## src/rtl/vga_timing_pkg.sv

```systemverilog
// Shared 640x480@60 timing constants, derived totals and signal widths
// for the VGA timing generator.
package vga_timing_pkg;

  localparam int CLK_DIV   = 4;

  localparam int H_VISIBLE = 640;
  localparam int H_FRONT   = 16;
  localparam int H_SYNC    = 96;
  localparam int H_BACK    = 48;

  localparam int V_VISIBLE = 480;
  localparam int V_FRONT   = 10;
  localparam int V_SYNC    = 2;
  localparam int V_BACK    = 29;

  localparam int H_TOTAL    = H_VISIBLE + H_FRONT + H_SYNC + H_BACK;
  localparam int V_TOTAL    = V_VISIBLE + V_FRONT + V_SYNC + V_BACK;
  localparam int H_SYNC_BEG = H_VISIBLE + H_FRONT;
  localparam int H_SYNC_END = H_SYNC_BEG + H_SYNC - 1;
  localparam int V_SYNC_BEG = V_VISIBLE + V_FRONT;
  localparam int V_SYNC_END = V_SYNC_BEG + V_SYNC - 1;

  localparam int COLOUR_W = 12;
  localparam int CNT_W    = 10;
  localparam int X_W      = 10;
  localparam int Y_W      = 9;

endpackage

```

## src/rtl/vga_timing_gen_if.sv

```systemverilog
// Pixel-side bundle between the timing generator, the colour selector
// and the VGA connector.
interface vga_timing_gen_if;
  import vga_timing_pkg::*;

  // No valid/ready: the generator owns the pixel cadence. X/Y change one CLK
  // after pix_en and hold for a pixel period; COLOUR_IN must be settled by the
  // next pix_en and is sampled only on that edge.
  logic [COLOUR_W-1:0] COLOUR_IN;
  logic [X_W-1:0]      X;
  logic [Y_W-1:0]      Y;
  logic                HS;
  logic                VS;
  logic [COLOUR_W-1:0] COLOUR_OUT;
  logic                FRAME_TICK;

  modport master (
    input  COLOUR_IN,
    output X, Y, HS, VS, COLOUR_OUT, FRAME_TICK
  );

  modport slave (
    output COLOUR_IN,
    input  X, Y, HS, VS, COLOUR_OUT, FRAME_TICK
  );

endinterface

```

## src/rtl/wrap_counter.sv

```systemverilog
// Enabled modulo counter: counts 0..MAX_VAL, wraps to 0, and flags the
// enabled cycle in which it wraps.
module wrap_counter #(
  parameter int WIDTH   = 10,
  parameter int MAX_VAL = 799
) (
  input  logic             clk,
  input  logic             rst_n,
  input  logic             en,
  output logic [WIDTH-1:0] count,
  output logic             wrap
);

  localparam logic [WIDTH-1:0] MAX_V = WIDTH'(MAX_VAL);

  logic [WIDTH-1:0] count_q;
  logic [WIDTH-1:0] count_d;

  always_comb begin
    count_d = count_q;
    wrap    = en && (count_q == MAX_V);
    if (en) begin
      count_d = (count_q == MAX_V) ? '0 : count_q + WIDTH'(1);
    end
  end

  always_ff @(posedge clk or negedge rst_n) begin
    if (!rst_n) begin
      count_q <= '0;
    end else begin
      count_q <= count_d;
    end
  end

  assign count = count_q;

endmodule

```

## src/rtl/vga_timing_gen.sv

```systemverilog
// VGA timing generator: pixel divider, H/V counters, registered X/Y,
// blanked colour pipeline with aligned syncs, and a once-per-frame tick.
module vga_timing_gen #(
  parameter int CLK_DIV   = vga_timing_pkg::CLK_DIV,
  parameter int H_VISIBLE = vga_timing_pkg::H_VISIBLE,
  parameter int H_FRONT   = vga_timing_pkg::H_FRONT,
  parameter int H_SYNC    = vga_timing_pkg::H_SYNC,
  parameter int H_BACK    = vga_timing_pkg::H_BACK,
  parameter int V_VISIBLE = vga_timing_pkg::V_VISIBLE,
  parameter int V_FRONT   = vga_timing_pkg::V_FRONT,
  parameter int V_SYNC    = vga_timing_pkg::V_SYNC,
  parameter int V_BACK    = vga_timing_pkg::V_BACK
) (
  input  logic              CLK,
  input  logic              RESETN,
  vga_timing_gen_if.master  bus
);
  import vga_timing_pkg::*;

  localparam int DIV_W = (CLK_DIV > 1) ? $clog2(CLK_DIV) : 1;
  localparam int H_TOT = H_VISIBLE + H_FRONT + H_SYNC + H_BACK;
  localparam int V_TOT = V_VISIBLE + V_FRONT + V_SYNC + V_BACK;

  localparam logic [CNT_W-1:0] H_VIS_C  = CNT_W'(H_VISIBLE);
  localparam logic [CNT_W-1:0] V_VIS_C  = CNT_W'(V_VISIBLE);
  localparam logic [CNT_W-1:0] V_LAST_C = CNT_W'(V_VISIBLE - 1);
  localparam logic [CNT_W-1:0] HS_LO    = CNT_W'(H_VISIBLE + H_FRONT);
  localparam logic [CNT_W-1:0] HS_HI    = CNT_W'(H_VISIBLE + H_FRONT + H_SYNC - 1);
  localparam logic [CNT_W-1:0] VS_LO    = CNT_W'(V_VISIBLE + V_FRONT);
  localparam logic [CNT_W-1:0] VS_HI    = CNT_W'(V_VISIBLE + V_FRONT + V_SYNC - 1);

  logic [DIV_W-1:0] div_cnt;
  logic             pix_en;
  logic [CNT_W-1:0] h_cnt;
  logic             h_wrap;
  logic [CNT_W-1:0] v_cnt;
  logic             v_wrap;
  logic             unused_bits;

  wrap_counter #(.WIDTH(DIV_W), .MAX_VAL(CLK_DIV - 1)) u_div (
    .clk(CLK), .rst_n(RESETN), .en(1'b1), .count(div_cnt), .wrap(pix_en)
  );

  wrap_counter #(.WIDTH(CNT_W), .MAX_VAL(H_TOT - 1)) u_h (
    .clk(CLK), .rst_n(RESETN), .en(pix_en), .count(h_cnt), .wrap(h_wrap)
  );

  // h_wrap already implies pix_en, so V steps exactly once per line end.
  wrap_counter #(.WIDTH(CNT_W), .MAX_VAL(V_TOT - 1)) u_v (
    .clk(CLK), .rst_n(RESETN), .en(h_wrap), .count(v_cnt), .wrap(v_wrap)
  );

  assign unused_bits = ^{div_cnt, v_wrap};

  logic                h_vis;
  logic                v_vis;
  logic                hs_act;
  logic                vs_act;

  logic [X_W-1:0]      x_q, x_d;
  logic [Y_W-1:0]      y_q, y_d;
  logic                vis_q, vis_d;        // visible_d: flag of the X/Y now presented
  logic                hs_pre_q, hs_pre_d;
  logic                vs_pre_q, vs_pre_d;
  logic                hs_q, hs_d;
  logic                vs_q, vs_d;
  logic [COLOUR_W-1:0] colour_q, colour_d;
  logic                tick_q, tick_d;

  assign h_vis  = (h_cnt < H_VIS_C);
  assign v_vis  = (v_cnt < V_VIS_C);
  assign hs_act = (h_cnt >= HS_LO) && (h_cnt <= HS_HI);
  assign vs_act = (v_cnt >= VS_LO) && (v_cnt <= VS_HI);

  always_comb begin
    x_d      = x_q;
    y_d      = y_q;
    vis_d    = vis_q;
    hs_pre_d = hs_pre_q;
    vs_pre_d = vs_pre_q;
    hs_d     = hs_q;
    vs_d     = vs_q;
    colour_d = colour_q;
    tick_d   = h_wrap && (v_cnt == V_LAST_C);
    if (pix_en) begin
      x_d      = h_vis ? h_cnt : '0;
      y_d      = v_vis ? v_cnt[Y_W-1:0] : '0;
      vis_d    = h_vis && v_vis;
      hs_pre_d = ~hs_act;
      vs_pre_d = ~vs_act;
      // Syncs take a second stage so they line up with the returned colour.
      hs_d     = hs_pre_q;
      vs_d     = vs_pre_q;
      colour_d = vis_q ? bus.COLOUR_IN : '0;
    end
  end

  always_ff @(posedge CLK or negedge RESETN) begin
    if (!RESETN) begin
      x_q      <= '0;
      y_q      <= '0;
      vis_q    <= 1'b0;
      hs_pre_q <= 1'b1;
      vs_pre_q <= 1'b1;
      hs_q     <= 1'b1;
      vs_q     <= 1'b1;
      colour_q <= '0;
      tick_q   <= 1'b0;
    end else begin
      x_q      <= x_d;
      y_q      <= y_d;
      vis_q    <= vis_d;
      hs_pre_q <= hs_pre_d;
      vs_pre_q <= vs_pre_d;
      hs_q     <= hs_d;
      vs_q     <= vs_d;
      colour_q <= colour_d;
      tick_q   <= tick_d;
    end
  end

  assign bus.X          = x_q;
  assign bus.Y          = y_q;
  assign bus.HS         = hs_q;
  assign bus.VS         = vs_q;
  assign bus.COLOUR_OUT = colour_q;
  assign bus.FRAME_TICK = tick_q;

endmodule

```

## src/flat_wrapper.sv

```systemverilog
// flat-port wrapper written by rule: the top's interface ports become plain ports
module vga_timing_gen_flat import vga_timing_pkg::*;
#(
  parameter int CLK_DIV   = vga_timing_pkg::CLK_DIV,
  parameter int H_VISIBLE = vga_timing_pkg::H_VISIBLE,
  parameter int H_FRONT   = vga_timing_pkg::H_FRONT,
  parameter int H_SYNC    = vga_timing_pkg::H_SYNC,
  parameter int H_BACK    = vga_timing_pkg::H_BACK,
  parameter int V_VISIBLE = vga_timing_pkg::V_VISIBLE,
  parameter int V_FRONT   = vga_timing_pkg::V_FRONT,
  parameter int V_SYNC    = vga_timing_pkg::V_SYNC,
  parameter int V_BACK    = vga_timing_pkg::V_BACK
)
  (CLK, RESETN, bus_COLOUR_IN, bus_X, bus_Y, bus_HS, bus_VS, bus_COLOUR_OUT, bus_FRAME_TICK);
  vga_timing_gen_if bus_i ();
  input  logic CLK;
  input  logic RESETN;
  input wire logic [$bits(bus_i.COLOUR_IN)-1:0] bus_COLOUR_IN;
  output wire logic [$bits(bus_i.X)-1:0] bus_X;
  output wire logic [$bits(bus_i.Y)-1:0] bus_Y;
  output wire logic [$bits(bus_i.HS)-1:0] bus_HS;
  output wire logic [$bits(bus_i.VS)-1:0] bus_VS;
  output wire logic [$bits(bus_i.COLOUR_OUT)-1:0] bus_COLOUR_OUT;
  output wire logic [$bits(bus_i.FRAME_TICK)-1:0] bus_FRAME_TICK;
  assign bus_i.COLOUR_IN = bus_COLOUR_IN;
  assign bus_X = bus_i.X;
  assign bus_Y = bus_i.Y;
  assign bus_HS = bus_i.HS;
  assign bus_VS = bus_i.VS;
  assign bus_COLOUR_OUT = bus_i.COLOUR_OUT;
  assign bus_FRAME_TICK = bus_i.FRAME_TICK;
  vga_timing_gen #(.CLK_DIV(CLK_DIV), .H_VISIBLE(H_VISIBLE), .H_FRONT(H_FRONT), .H_SYNC(H_SYNC), .H_BACK(H_BACK), .V_VISIBLE(V_VISIBLE), .V_FRONT(V_FRONT), .V_SYNC(V_SYNC), .V_BACK(V_BACK)) u_core (.CLK(CLK), .RESETN(RESETN), .bus(bus_i));
endmodule
```

## config.mk

```make
export PLATFORM = sky130hd
export DESIGN_NAME = vga_timing_gen_flat
export DESIGN_NICKNAME = d
export VERILOG_FILES = /design/src/rtl/vga_timing_pkg.sv /design/src/rtl/vga_timing_gen_if.sv /design/src/rtl/wrap_counter.sv /design/src/rtl/vga_timing_gen.sv /design/src/flat_wrapper.sv
export SDC_FILE = /design/constraint.sdc
export NUM_CORES = 1
export LEC_CHECK = 0
export ABC_AREA = 1
export BUFFER_PORTS_ARGS = -buffer_cell sky130_fd_sc_hd__buf_2
export CAP_MARGIN = 20
export CORE_MARGIN = 4
export CORE_UTILIZATION = 40
export CTS_CLUSTER_SIZE = 28
export DETAILED_ROUTE_END_ITERATION = 10
export HOLD_SLACK_MARGIN = 0.1
export SLEW_MARGIN = 15
export SYNTH_ARGS = -nofsm -noshare
export SYNTH_HDL_FRONTEND = slang
export SYNTH_SLANG_ARGS = --single-unit
```

## constraint.sdc

```tcl
create_clock -name CLK -period 1.5 [get_ports CLK]
set_clock_uncertainty 0.15 [all_clocks]
set_input_delay 0.3 -clock CLK [delete_from_list [all_inputs] [get_ports CLK]]
set_output_delay 0.3 -clock CLK [all_outputs]
set_load 0.02 [all_outputs]
```

## Word level (Yosys, flattened, before mapping)

Cells that the tools add are included.

| storage, ports and cells | value |
|---|---|
| word-level logic and storage cells | 38 |
| bits of input ports | 14 |
| register bits after elaboration | 59 |
| output and inout port bits | 34 |

| operators by class | value |
|---|---|
| $add $sub $neg | 3 |
| bitwise gates (word level) | 2 |
| reductions and logical operators | 5 |
| equal/unequal tests | 4 |
| $lt $le $gt $ge | 6 |
| muxes and demuxes | 6 |

Operator list:

| operator | count |
|---|---|
| $mux W10 | 3 |
| $add A10 B1 Y10 const B | 2 |
| $eq A10 B10 Y1 const B | 2 |
| $mux W12 | 1 |
| $eq A10 B9 Y1 const B | 1 |
| $ge A10 B10 Y1 const B | 1 |
| $ge A10 B9 Y1 const B | 1 |
| $le A10 B10 Y1 const B | 1 |
| $le A10 B9 Y1 const B | 1 |
| $lt A10 B10 Y1 const B | 1 |
| $lt A10 B9 Y1 const B | 1 |
| $mux W9 | 1 |
| $logic_and A1 B1 Y1 | 5 |
| $add A2 B1 Y2 const B | 1 |
| $eq A2 B2 Y1 const B | 1 |
| $mux W2 | 1 |
| $not A1 Y1 | 2 |

## Longest topological paths before layout

Gate-level depths: netlist of run 1.

| logic depth | value |
|---|---|
| word-level depth | 3 |
| mapped depth | 8 |
| depth with buffers taken out | 8 |

## Modules after synthesis

A second synthesis of run 1 with hierarchy kept.

| second synthesis, totals | value |
|---|---|
| cells, all modules | 365 |
| area total of the unflattened synthesis | 2932.8 um^2 |

Modules (own cells, without submodules):

| module | seq. area each (um^2) | cells each | times used | area each (um^2) |
|---|---|---|---|---|
| vga_timing_gen | 930.9 | 180 | 1 | 1569.0 |
| wrap_counter at u_core.u_v | 250.2 | 89 | 1 | 634.4 |
| wrap_counter at u_core.u_h | 250.2 | 83 | 1 | 629.4 |
| wrap_counter at u_core.u_div | 50.0 | 13 | 1 | 100.1 |

## Least setup slack after synthesis of run 1

No wires, ideal clock.

| path | value |
|---|---|
| path kind | register to register |
| from | register u_core.u_div.count_q[0], in the netlist u_core.u_div.count[0] |
| to | register u_core.x_q[6], in the netlist u_core.bus.X[6] |
| arrival | 1.212 ns |
| setup time | 0.095 ns |
| setup slack | 0.043 ns |
| required time | 1.255 ns |
| clock period less this slack | 1.457 ns |
| cell stages (with the launch flop) | 7 |
| path buffers | 2 |
| cells stage by stage | dfrtp_1 > ha_1 > buf_4 > inv_2 > buf_1 > nand2_1 > o31ai_1 |

| between the ends | value |
|---|---|
| longest elaborated chain between the ends | 1 |

Ends and longest elaborated chain:

| what | RTL line | source |
|---|---|---|
| start, declared | wrap_counter.sv:16 | `logic [WIDTH-1:0] count_q;` |
| start signal, assigned | wrap_counter.sv:31 | `count_q <= count_d;` |
| $eq A2 B2 Y1 | wrap_counter.sv:21 | `wrap = en && (count_q == MAX_V);` |
| end signal, assigned | vga_timing_gen.sv:100 | `x_q <= '0;` |
| end signal, assigned | vga_timing_gen.sv:110 | `x_q <= x_d;` |
| end, declared | vga_timing_gen.sv:60 | `logic [X_W-1:0] x_q, x_d;` |

Every way passes these cells.
A chain may end at the register's enable or synchronous reset.

## Worst setup path in the final report of run 1

| path | value |
|---|---|
| from | register u_core.u_v.count_q[1], in the netlist u_core.u_v.count[1] |
| to | register u_core.u_v.count_q[3], in the netlist u_core.u_v.count[3] |

| between the ends | value |
|---|---|
| longest elaborated chain between the ends | 2 |
| elaborated cells between the ends (all ways) | 3 |
| those cells by class | 1 x add/sub; 1 x eq/ne; 1 x mux |

Ends and longest elaborated chain:

| what | RTL line | source |
|---|---|---|
| start, declared | wrap_counter.sv:16 |  |
| start signal, assigned | wrap_counter.sv:31 |  |
| $add A10 B1 Y10 or $eq A10 B10 Y1 (tied branches) | - |  |
| $mux W10 (*) | wrap_counter.sv:23 | `count_d = (count_q == MAX_V) ? '0 : count_q + WIDTH'(1);` |

Every way passes the cells marked *; elsewhere a longest branch is shown, timed or not.

==> results.toml, run 1 <==
[route]
via_per_inst = 5.024
detail_route.wl_per_cell_um = 13.81
vias = 2512
drc = 0
ant_nets = 0
dr.pass1.iters = 5
drt-total-wl_um = 6905
drtIter0Drc = 127

[critical_path]
reg2reg_depth = 7
critical_path_peak_fanout = 4
critPathSlowestCell = "dfrtp_1"
end_kind = "register"
critPathMaxStageDelay_ns = 0.41
crit_chain = "buf_4, buf_4, nand3_1, inv_2, or2_2, nand3_1, o21ai_2"
crit_required_ns = 1.58
crit_type = "register to register"
start_kind = "register"
arrival_ns = 1.58

[clock_network]
clock_path_buffers = 2
clkSlewWorstSetupHoldPaths_ns = 0.07
htree_num_levels = 3
cts_tree = "done"
cts_root_buffer = "clkbuf_8"
numCtsBuffers = 9
clkLatencyLatePin_ns = 0.34
cts.sinks = 59

[synth]
syn_area_sq_um = 2760
synthCells = 322
yosys.area_share.adder_pct = 2.267
synth_area_per_cell_sq_um = 8.572
syn_nets = 341
yosysSeqAreaShare_pct = 53.67
synth_top_family_by_area = "simple AND/OR/NAND/NOR gates"
synth-xor-area-share_pct = 1.587
synth_compound_area_share_pct = 8.386
muxShareOfSynthArea_pct = 0
yosys.area.top_type_share_pct = 49.86
yosys.area_share.simple_pct = 26.97
synth_area_leaders = "dfrtp_1 (50%), nand2_1 (13%), nand3_1 (5.6%), inv_1 (4.2%), dfstp_2 (3.8%)"
netlist.top_cell.by_area = "dfrtp_1"
synth-seq-cells = 59
synthDistinctLibCells = 32
synth_warnings = 0

[grt]
grt_use_total_pct = 17.80
grt_max_degree = 60
grt_pass1_vias = 2434
grt_pass1_wl_um = 11830
grt-ovfl-total = 0
antenna_found_initial = 0

[pwr]
p_int_mw = 2.641
max-vdd-ir-drop_mv = 0.3908
clkPwrFrac_pct = 47.9
p_sw_mw = 0.7185
p_leak_nw = 1.906
p_per_area_nw_per_um2 = 874.0
power_frac_comb_pct = 4.0
seqPwrFrac_pct = 48.1
swShare_pct = 21.39

[floorplanning]
fp.dieW_um = 91.07
die_area_sq_um = 8294
ios = 48
die_h_um = 91.07
core.rowCount = 30
start_util_pct = 40.85
core_area_sq_um = 6756

[placement]
place_congestion = 0.8897
dp_hpwl_um = 4544
port_buffers = 47

[sta]
max_freq_mhz = 667.6
post-route-period-util_pct = 99.85
rsz0062_at_grt = "true"
setup_viol = 0
worst_pin_slew_ns = 0.3694
hold_viol = 0
slew_violations = 0
period_minus_slack_ns = 1.498
max_slew_margin_pct = 75.37
timing.hold.ws_ns = 0.3151
tns_ns = 0

[cells_and_area]
antenna_cells = 0
fin_nets = 434
fill_cells = 586
area_growth_syn_to_layout_pct = 39.26
drive_gt1_share_pct = 33.81

[hold_path]
hold_class = "register to register"
whs_path_depth = 2

[run_status]
status = "finished clean"

[flow_run]
maxCapViolations = 0
-- Yosys cell counts --
| cell type | n |
|---|---|
| nor4_1 | 1 |
| ha_1 | 5 |
| dfrtp_1 | 55 |
| inv_2 | 2 |
| a31oi_1 | 1 |
| clkbuf_2 | 1 |
| inv_1 | 31 |
| nor2_1 | 20 |
| buf_1 | 3 |
| nor2_2 | 1 |
| nand2_2 | 2 |
| buf_6 | 2 |
| nand4_1 | 10 |
| nand3_1 | 31 |
| o21ai_0 | 20 |
| nand3_2 | 2 |
| dfstp_2 | 4 |
| or2_2 | 1 |
| clkbuf_1 | 3 |
| buf_4 | 1 |
| nor3_1 | 3 |
| o21ai_1 | 1 |
| clkinv_2 | 1 |
| nor3_2 | 1 |
| buf_2 | 2 |
| xor2_1 | 5 |
| nor2_4 | 2 |
| nand2_1 | 94 |
| o31ai_1 | 7 |
| o21ai_2 | 4 |
| a22oi_1 | 1 |
| a21oi_1 | 5 |
-- kinds of logic after synthesis --
kind of cell	after synthesis
xor+xnor	5
buf+inv	46
compound gates	39
simple gates	168
fa+ha+maj	5
flops	59
-- power by group through the flow --
stage | logic (mW) | clock network, mW | registers (mW)
3_5_place_dp | 0.110 | 0 | 1.64
6_report | 0.133 | 1.61 | 1.62
3_3_place_gp | 0.109 | 0 | 1.64
2_1_floorplan | 0.0128 | 0 | 1.67
4_1_cts | 0.136 | 1.64 | 1.61
5_1_grt | 0.150 | 1.72 | 1.62
-- what timing repair did --
item / 4_1_cts / 5_1_grt
endpoints found under the setup margin: 23 / 29
hold endpoints to repair: 67 / 0
cloned: 1 / 0
hold buffers: 13 / 0
resized for setup: 10 / 43
pin swaps: 4 / 14
buffers inserted: 3 / 4
-- registers in the layout, summed over array words and instances, names as in the netlist --
signal	cells
u_core.u_v.count	10
u_core.bus.X	10
u_core.bus.COLOUR_OUT	12
u_core.bus.Y	9
u_core.bus.FRAME_TICK	1
u_core.bus.HS	1
u_core.vs_pre_q	1
u_core.hs_pre_q	1
u_core.u_h.count	10
u_core.vis_q	1
u_core.bus.VS	1
u_core.u_div.count	2
-- through the flow --
| stage | setup WS [ns] | power [mW] | instance area [sq um] | utilization [%] | instances |
|---|---|---|---|---|---|
| after floorplan | 0.04250 | 1.680 | 2760 | - | 322 |
| after global placement | -0.05004 | 1.753 | 3273 | 48.44 | 463 |
| after detailed placement | -0.08469 | 1.755 | 3273 | 48.44 | 463 |
| after CTS | 0.001709 | 3.394 | 3695 | 54.69 | 496 |
| after global routing | -0.07589 | 3.491 | 3844 | 56.89 | 500 |
| final | 0.002175 | 3.360 | 3844 | 56.89 | 500 |
-- critical path, delay by kind of cell (launching register included) --
family                 cells  cell delay, ns
AND/OR/NAND/NOR            3            0.46
buffers and inverters      3            0.32
AO/OA/AOI/OAI              1            0.06
flip-flops                 1            0.41
-- area by class of cell --
type | instances | area [sq um] | share of cell area, %
Clock inverter | 5 | 77.57 | 2.018
Inverter | 34 | 131.4 | 3.418
Timing Repair Buffer | 93 | 686.9 | 17.87
Multi-Input combinational cell | 218 | 1224 | 31.84
Tap cell | 80 | 100.1 | 2.604
Clock buffer | 11 | 141.4 | 3.678
Sequential cell | 59 | 1483 | 38.57
-- worst paths after layout --
| kind | start | to | slack, ns |
|---|---|---|---|
| max | u_core.u_v.count[1] | u_core.u_v.count[3] | 0.002 |
| min | u_core.hs_pre_q | u_core.bus.HS | 0.32 |
| max reg2reg | u_core.u_v.count[1] | u_core.u_v.count[3] | 0.002 |
| min reg2reg | u_core.hs_pre_q | u_core.bus.HS | 0.32 |
| max in group asynchronous | RESETN | u_core.bus.HS | 0.54 |
| min in group asynchronous | RESETN | u_core.bus.COLOUR_OUT[2] | 0.35 |
-- cell usage in the layout (no fill, tap or decap), drive strengths merged --
cell type and instances:
inv 33, nor2 24, clkinv 3, nand3 33
buf 80, o31ai 7, clkinvlp 1, ha 5
a31oi 1, dfrtp 55, dfstp 4, bufinv 2
nor4 1, nor3 4, dlygate4sd3 13, or2 1
clkbuf 11, a22oi 1, a21oi 5, o21ai 25
nand2 96, xor2 5, nand4 10
-- routing by layer --
| layer | share of wire [%] | wire length [um] | vias up | track usage, % |
|---|---|---|---|---|
| met2 | 46 | 3193 | 97 | 27.71 |
| li1 | - | - | 1238 | - |
| met1 | 45 | 3118 | 1169 | 24.12 |
| met3 | 6.8 | 471 | 8 | 3.977 |
| met4 | 1.8 | 122 | 0 | 7.035 |
| met5 | 0 | 0 | - | 0 |
Power figures use the tool's default switching activity.
==> run 2: changes to the inputs <==
--- a/config.mk
+++ b/config.mk
@@ -8,7 +8,6 @@
 export ABC_AREA = 1
 export BUFFER_PORTS_ARGS = -buffer_cell sky130_fd_sc_hd__buf_2
 export CAP_MARGIN = 20
-export CORE_MARGIN = 4
 export CORE_UTILIZATION = 40
 export CTS_CLUSTER_SIZE = 28
 export DETAILED_ROUTE_END_ITERATION = 10
==> run 2 against run 1 <==
Effect of this change:
- die area fell by 13%
- critical path depth fell by 1
- design area fell by 1.4%
- register-to-register slack barely moved
- first-iteration DRC count rose by 0.79%
- via count rose by 0.40%
- combinational power barely moved
- sequential power barely moved
- critical endpoint is now u_core.u_h.count[5]
==> results.toml, run 2 (synthesis gave the netlist of run 1 again) <==
[critical_path]
crit_type = "register to register"
start_kind = "register"
critPathSlowestCell = "dfrtp_1"
crit_family = "flip-flops"
critical_path.most_common_cell = "buf_4"
end_kind = "register"
arrival_ns = 1.55
critPathMaxStageDelay_ns = 0.39
cp_num_buf_inv = 2
crit_required_ns = 1.57
critical_path_peak_fanout = 14
crit_chain = "ha_4, buf_4, nand3_2, buf_4, o21ai_0, a21oi_1"

[sta]
slew_violations = 0
rsz0062_at_grt = "true"
hold_viol = 0
worst_pin_slew_ns = 0.3712
max_slew_margin_pct = 75.25
setup_viol = 0
period_minus_slack_ns = 1.484
post-route-period-util_pct = 98.91
max_freq_mhz = 674.0

[cells_and_area]
final_cell_mix = "nand2_1 (92), dfrtp_1 (54), buf_2 (45)"
final_common_cell = "nand2_1"
area_growth_syn_to_layout_pct = 37.31
largest_reg_flops = 12
fin_nets = 439
instances_no_fill = 502
seqCellArea_sq_um = 1483
fill_cells = 564
design_area_sq_um = 3790
multi_input_area_sq_um = 1169
drive_gt1_share_pct = 32.71
antenna_cells = 0

[floorplanning]
core.rowCount = 29
fp.dieW_um = 85.07
ios = 48
start_util_pct = 42.50
die_h_um = 85.07
core_area_sq_um = 6495
die_area_sq_um = 7237

[pwr]
max-vdd-ir-drop_mv = 0.4479
p_per_area_nw_per_um2 = 862.9
finalPower_mw = 3.270
p_leak_nw = 1.912

[run_status]
status = "finished clean"

[placement]
placed_cells = 467
place_area_sq_um = 3309
dp_hpwl_um = 4525
place_congestion = 0.8428
port_buffers = 47

[route]
drc = 0
ant_nets = 0
drtIter0Drc = 128
detail_route.wl_per_cell_um = 13.15
dr.pass1.iters = 4
drt-total-wl_um = 6602
via_per_inst = 5.024
vias = 2522

[flow_run]
maxCapViolations = 0

[clock_network]
clkLatencyLatePin_ns = 0.34
htree_num_levels = 3
cts.sinks = 59
numCtsBuffers = 9
cts_tree = "done"
clock_path_buffers = 2
cts_root_buffer = "clkbuf_8"
clkSlewWorstSetupHoldPaths_ns = 0.07

[hold_path]
hold_class = "register to register"

[grt]
antenna_found_initial = 0
grt_use_total_pct = 20.00
grt-ovfl-total = 0
grt_pass1_wl_um = 11150
grt_max_degree = 60
grt_pass1_vias = 2383
run 2: cell types whose count changed in the layout (fill, tap and decap cells not counted), sizes merged:
| cell | delta |
|---|---|
| buf | +5 |
| clkbuf | +1 |
| bufinv | -1 |
run 2: layout make-up:
| class | instances | share of cell area, % |
|---|---|---|
| Clock buffer | 12 | 4.358 |
| Clock inverter | 4 | 1.255 |
| Inverter | 34 | 3.400 |
| Multi-Input combinational cell | 218 | 30.84 |
| Sequential cell | 59 | 39.12 |
| Tap cell | 77 | 2.542 |
| Timing Repair Buffer | 98 | 18.49 |
run 2: repair_timing:
action,in CTS,in global routing
pin swaps,2,9
gates cloned,0,1
hold buffers,13,0
resized for setup,7,27
setup endpoints to repair,13,28
hold endpoints to repair,71,0
setup buffers,1,4
run 2: worst paths after layout:
check,endpoint,start,slack (ns),cells after the start
max in group asynchronous,u_core.hs_pre_q,RESETN,0.55,3
min in group asynchronous,u_core.u_v.count[0],RESETN,0.34,3
hold / removal,u_core.bus.VS,u_core.bus.VS,0.31,2
hold reg to reg,u_core.bus.VS,u_core.bus.VS,0.31,2
setup / recovery,u_core.u_h.count[5],u_core.u_div.count[0],0.02,6
setup reg to reg,u_core.u_h.count[5],u_core.u_div.count[0],0.02,6
run 2: layer usage:
metal	wire, um	track usage (%)	up-vias
li1	-	-	1242
met1	3037	26.34	1189
met2	3089	32.18	82
met3	398	4.767	9
met4	76	7.396	0
met5	0	0	-
run 2: power by group:
group / total (mW) / switching, mW / internal [mW]
registers: 1.62 / 0.00725 / 1.61
clock network: 1.52 / 0.626 / 0.897
logic: 0.132 / 0.0746 / 0.0578
run 2: metrics by stage:
stage                     worst slack, ns  util, %  hold slack [ns]   TNS, ns
after global routing             -0.06705    58.35           0.3451   -0.7747
after floorplan                   0.04250        -          -0.1456         0
final                             0.01636    58.35           0.3140         0
after CTS                        0.003185    56.73           0.2795         0
after detailed placement         -0.06316    50.95           0.1801   -0.1552
after global placement           -0.04986    50.95           0.1785  -0.04986
run 2: worst register-to-register path, stage by stage, from the launching register on:
cell and delay, ns:
dfrtp_1 0.39, ha_4 0.19, buf_4 0.20, nand3_2 0.13
buf_4 0.17, o21ai_0 0.08, a21oi_1 0.06
==> run 3: changes to the inputs <==
--- a/config.mk
+++ b/config.mk
@@ -5,7 +5,6 @@
 export SDC_FILE = /design/constraint.sdc
 export NUM_CORES = 1
 export LEC_CHECK = 0
-export ABC_AREA = 1
 export BUFFER_PORTS_ARGS = -buffer_cell sky130_fd_sc_hd__buf_2
 export CAP_MARGIN = 20
 export CORE_UTILIZATION = 40
==> run 3 against run 2 <==
Effect of this change:
- the flow now finishes with violations (setup timing)
- power shrank 8.3%
- area after synthesis fell by 6.9%
- flip-flop and latch count unchanged
- non-clock buffer count is 15 higher
- critical endpoint is now u_core.u_v.count[9]
- clock power decreased by 18%
- via count fell by 15%
- critical path depth fell by 1
- final cell count decreased by 16%
- register-to-register slack worse by 0.22 ns
- first-iteration DRC count increased by 9.4%
==> results.toml, run 3 <==
[cells_and_area]
antenna_cells = 0
largest_reg_flops = 12
final_cell_mix = "dfrtp_1 (55), buf_2 (45), buf_4 (40)"
drive_gt1_share_pct = 45.66
instances_no_fill = 421
fill_cells = 473
area_growth_syn_to_layout_pct = 48.49
final_common_cell = "dfrtp_1"
fin_nets = 361
design_area_sq_um = 3816

[route]
detail_route.wl_per_cell_um = 15.29
drtIter0Drc = 140
drt-total-wl_um = 6436
ant_nets = 0
drc = 0
via_per_inst = 5.078
dr.pass1.iters = 4
vias = 2138

[pwr]
p_per_area_nw_per_um2 = 786.0
p_leak_nw = 1.860
max-vdd-ir-drop_mv = 0.4452

[grt]
grt_pass1_wl_um = 10080
grt_max_degree = 60
antenna_found_initial = 0
grt_pass1_vias = 2061
grt-ovfl-total = 0
grt_use_total_pct = 20.72

[placement]
placed_cells = 380
port_buffers = 47
place_area_sq_um = 3162
pre_cts_slack_ns = -0.2044
dp_hpwl_um = 3843
place_congestion = 0.8073

[flow_run]
maxCapViolations = 0

[sta]
max_freq_mhz = 585.6
slew_violations = 0
max_slew_margin_pct = 73.71
rsz0062_at_grt = "true"
period_minus_slack_ns = 1.708
finalWorstSetupSlack_ns = -0.2078
post-route-period-util_pct = 113.9
setup_viol = 33
hold_viol = 0
worst_pin_slew_ns = 0.3943

[synth]
synthCells = 230
synth-seq-cells = 59
synth_common_cells = "dfrtp_1 (55), inv_1 (20), nand3_1 (20)"
synthDistinctLibCells = 42
syn_area_sq_um = 2570
yosys.cell_count.top_type = "dfrtp_1"
synth_edf_count = 0
synth_area_per_cell_sq_um = 11.17
syn_nets = 249
yosysSeqAreaShare_pct = 57.64
ys_async_sr_fraction_pct = 100.0
yosys.area.top_type_share_pct = 53.55
synth_warnings = 0
ys.flop_type = "dfrtp_1"
netlist.top_cell.by_area = "dfrtp_1"
synth_area_leaders = "dfrtp_1 (54%), a22o_1 (5.8%), dfstp_2 (4.1%), nand3_1 (3.9%), o21ai_0 (3.7%)"

[floorplanning]
core.rowCount = 28
start_util_pct = 42.40
ios = 48
die_area_sq_um = 6749
core_area_sq_um = 6061
fp.dieW_um = 82.16
die_h_um = 82.16

[critical_path]
critPathSlowestCell = "or4_4"
crit_type = "register to register"
reg2reg_slack_ns = -0.21
arrival_ns = 1.83
crit_chain = "ha_4, and3_4, nand4_4, or4_4, a21oi_2"
start_kind = "register"
critPathMaxStageDelay_ns = 0.49
critical_path_peak_fanout = 3
end_kind = "register"
crit_family = "simple AND/OR/NAND/NOR gates"
crit_required_ns = 1.62
cp_num_buf_inv = 0

[clock_network]
htree_num_levels = 3
numCtsBuffers = 9
cts_root_buffer = "clkbuf_8"
clock_path_buffers = 2
clkLatencyLatePin_ns = 0.34
cts.sinks = 59
cts_tree = "done"
clkSlewWorstSetupHoldPaths_ns = 0.07

[hold_path]
hold_class = "input pin to async pin"

[run_status]
status = "finished, violations left"
violations = "setup timing"
## run 3: cell count changes in the layout (fill, tap and decap cells not counted), sizes merged, moves of 6 or more
cell   previous run  this run
nor2             24        10
inv              33        20
nand3            33        20
and3              0         6
buf              85        98
nand2            96        12
o31ai             7         1
o21ai            25        19
a22o              0        18
## run 3: area by class of cell
| cell class | count | area [sq um] | share of cell area, % |
|---|---|---|---|
| Clock buffer | 10 | 137.6 | 3.607 |
| Clock inverter | 5 | 30.03 | 0.7869 |
| Inverter | 20 | 80.08 | 2.098 |
| Multi-Input combinational cell | 139 | 1105 | 28.95 |
| Sequential cell | 59 | 1481 | 38.82 |
| Tap cell | 75 | 93.84 | 2.459 |
| Timing Repair Buffer | 113 | 888.4 | 23.28 |
## run 3: per-stage QoR
| step | total power, mW | utilization (%) | TNS, ns | hold WS, ns |
|---|---|---|---|---|
| 4_1_cts | 3.035 | 60.84 | -2.210 | 0.3477 |
| 3_3_place_gp | 1.750 | 52.17 | -3.178 | 0.1794 |
| 3_5_place_dp | 1.751 | 52.17 | -4.659 | 0.1806 |
| 6_report | 2.999 | 62.96 | -2.478 | 0.3288 |
| 5_1_grt | 3.129 | 62.96 | -4.094 | 0.3527 |
| 2_1_floorplan | 1.677 | - | -0.9275 | -0.1456 |
## run 3: what timing repair did
action	in CTS	in global routing
cloned	3	0
setup endpoints to repair	34	52
hold endpoints to repair	71	0
pin swaps	12	11
hold buffers	13	0
setup buffers	7	6
gates resized for setup	28	29
## run 3: routing by layer
metal	track usage (%)	up-vias	part of all wire, %
li1	-	1035	-
met1	28.18	1042	47
met2	31.32	52	47
met3	3.187	9	3.9
met4	12.11	0	1.8
met5	0	-	0
## run 3: tightest hold or removal path: stages
cell and delay [ns]:
dlygate4sd3_1 0.52, buf_2 0.12, buf_12 0.27
## run 3: power breakdown
part | internal, mW | switching, mW | total (mW)
clock network | 0.625 | 0.626 | 1.25
logic | 0.0564 | 0.0763 | 0.133
registers | 1.61 | 0.00799 | 1.62
total | 2.29 | 0.710 | 3.00
## run 3: worst paths after layout
| check | end | depth (start not counted) | startpoint |
|---|---|---|---|
| worst max-delay path | u_core.u_v.count[9] | 5 | u_core.u_h.count[1] |
| worst min-delay path | u_core.bus.COLOUR_OUT[0] | 3 | RESETN |
| worst max register to register | u_core.u_v.count[9] | 5 | u_core.u_h.count[1] |
| worst min register to register | u_core.hs_pre_q | 2 | u_core.hs_pre_q |
| max in group asynchronous | u_core.vs_pre_q | 3 | RESETN |
| min in group CLK | u_core.hs_pre_q | 2 | u_core.hs_pre_q |
## run 3: cells by family (layout without fill, tap and decap cells)
group | Yosys count | count (layout) | share of synthesized area (%)
xor+xnor | 11 | 11 | 3.749
flops | 59 | 59 | 57.64
mux | 5 | 5 | 2.093
simple gates | 72 | 73 | 16.16
buf+inv | 33 | 148 | 5.939
compound gates | 45 | 45 | 11.98
fa+ha+maj | 5 | 5 | 2.434
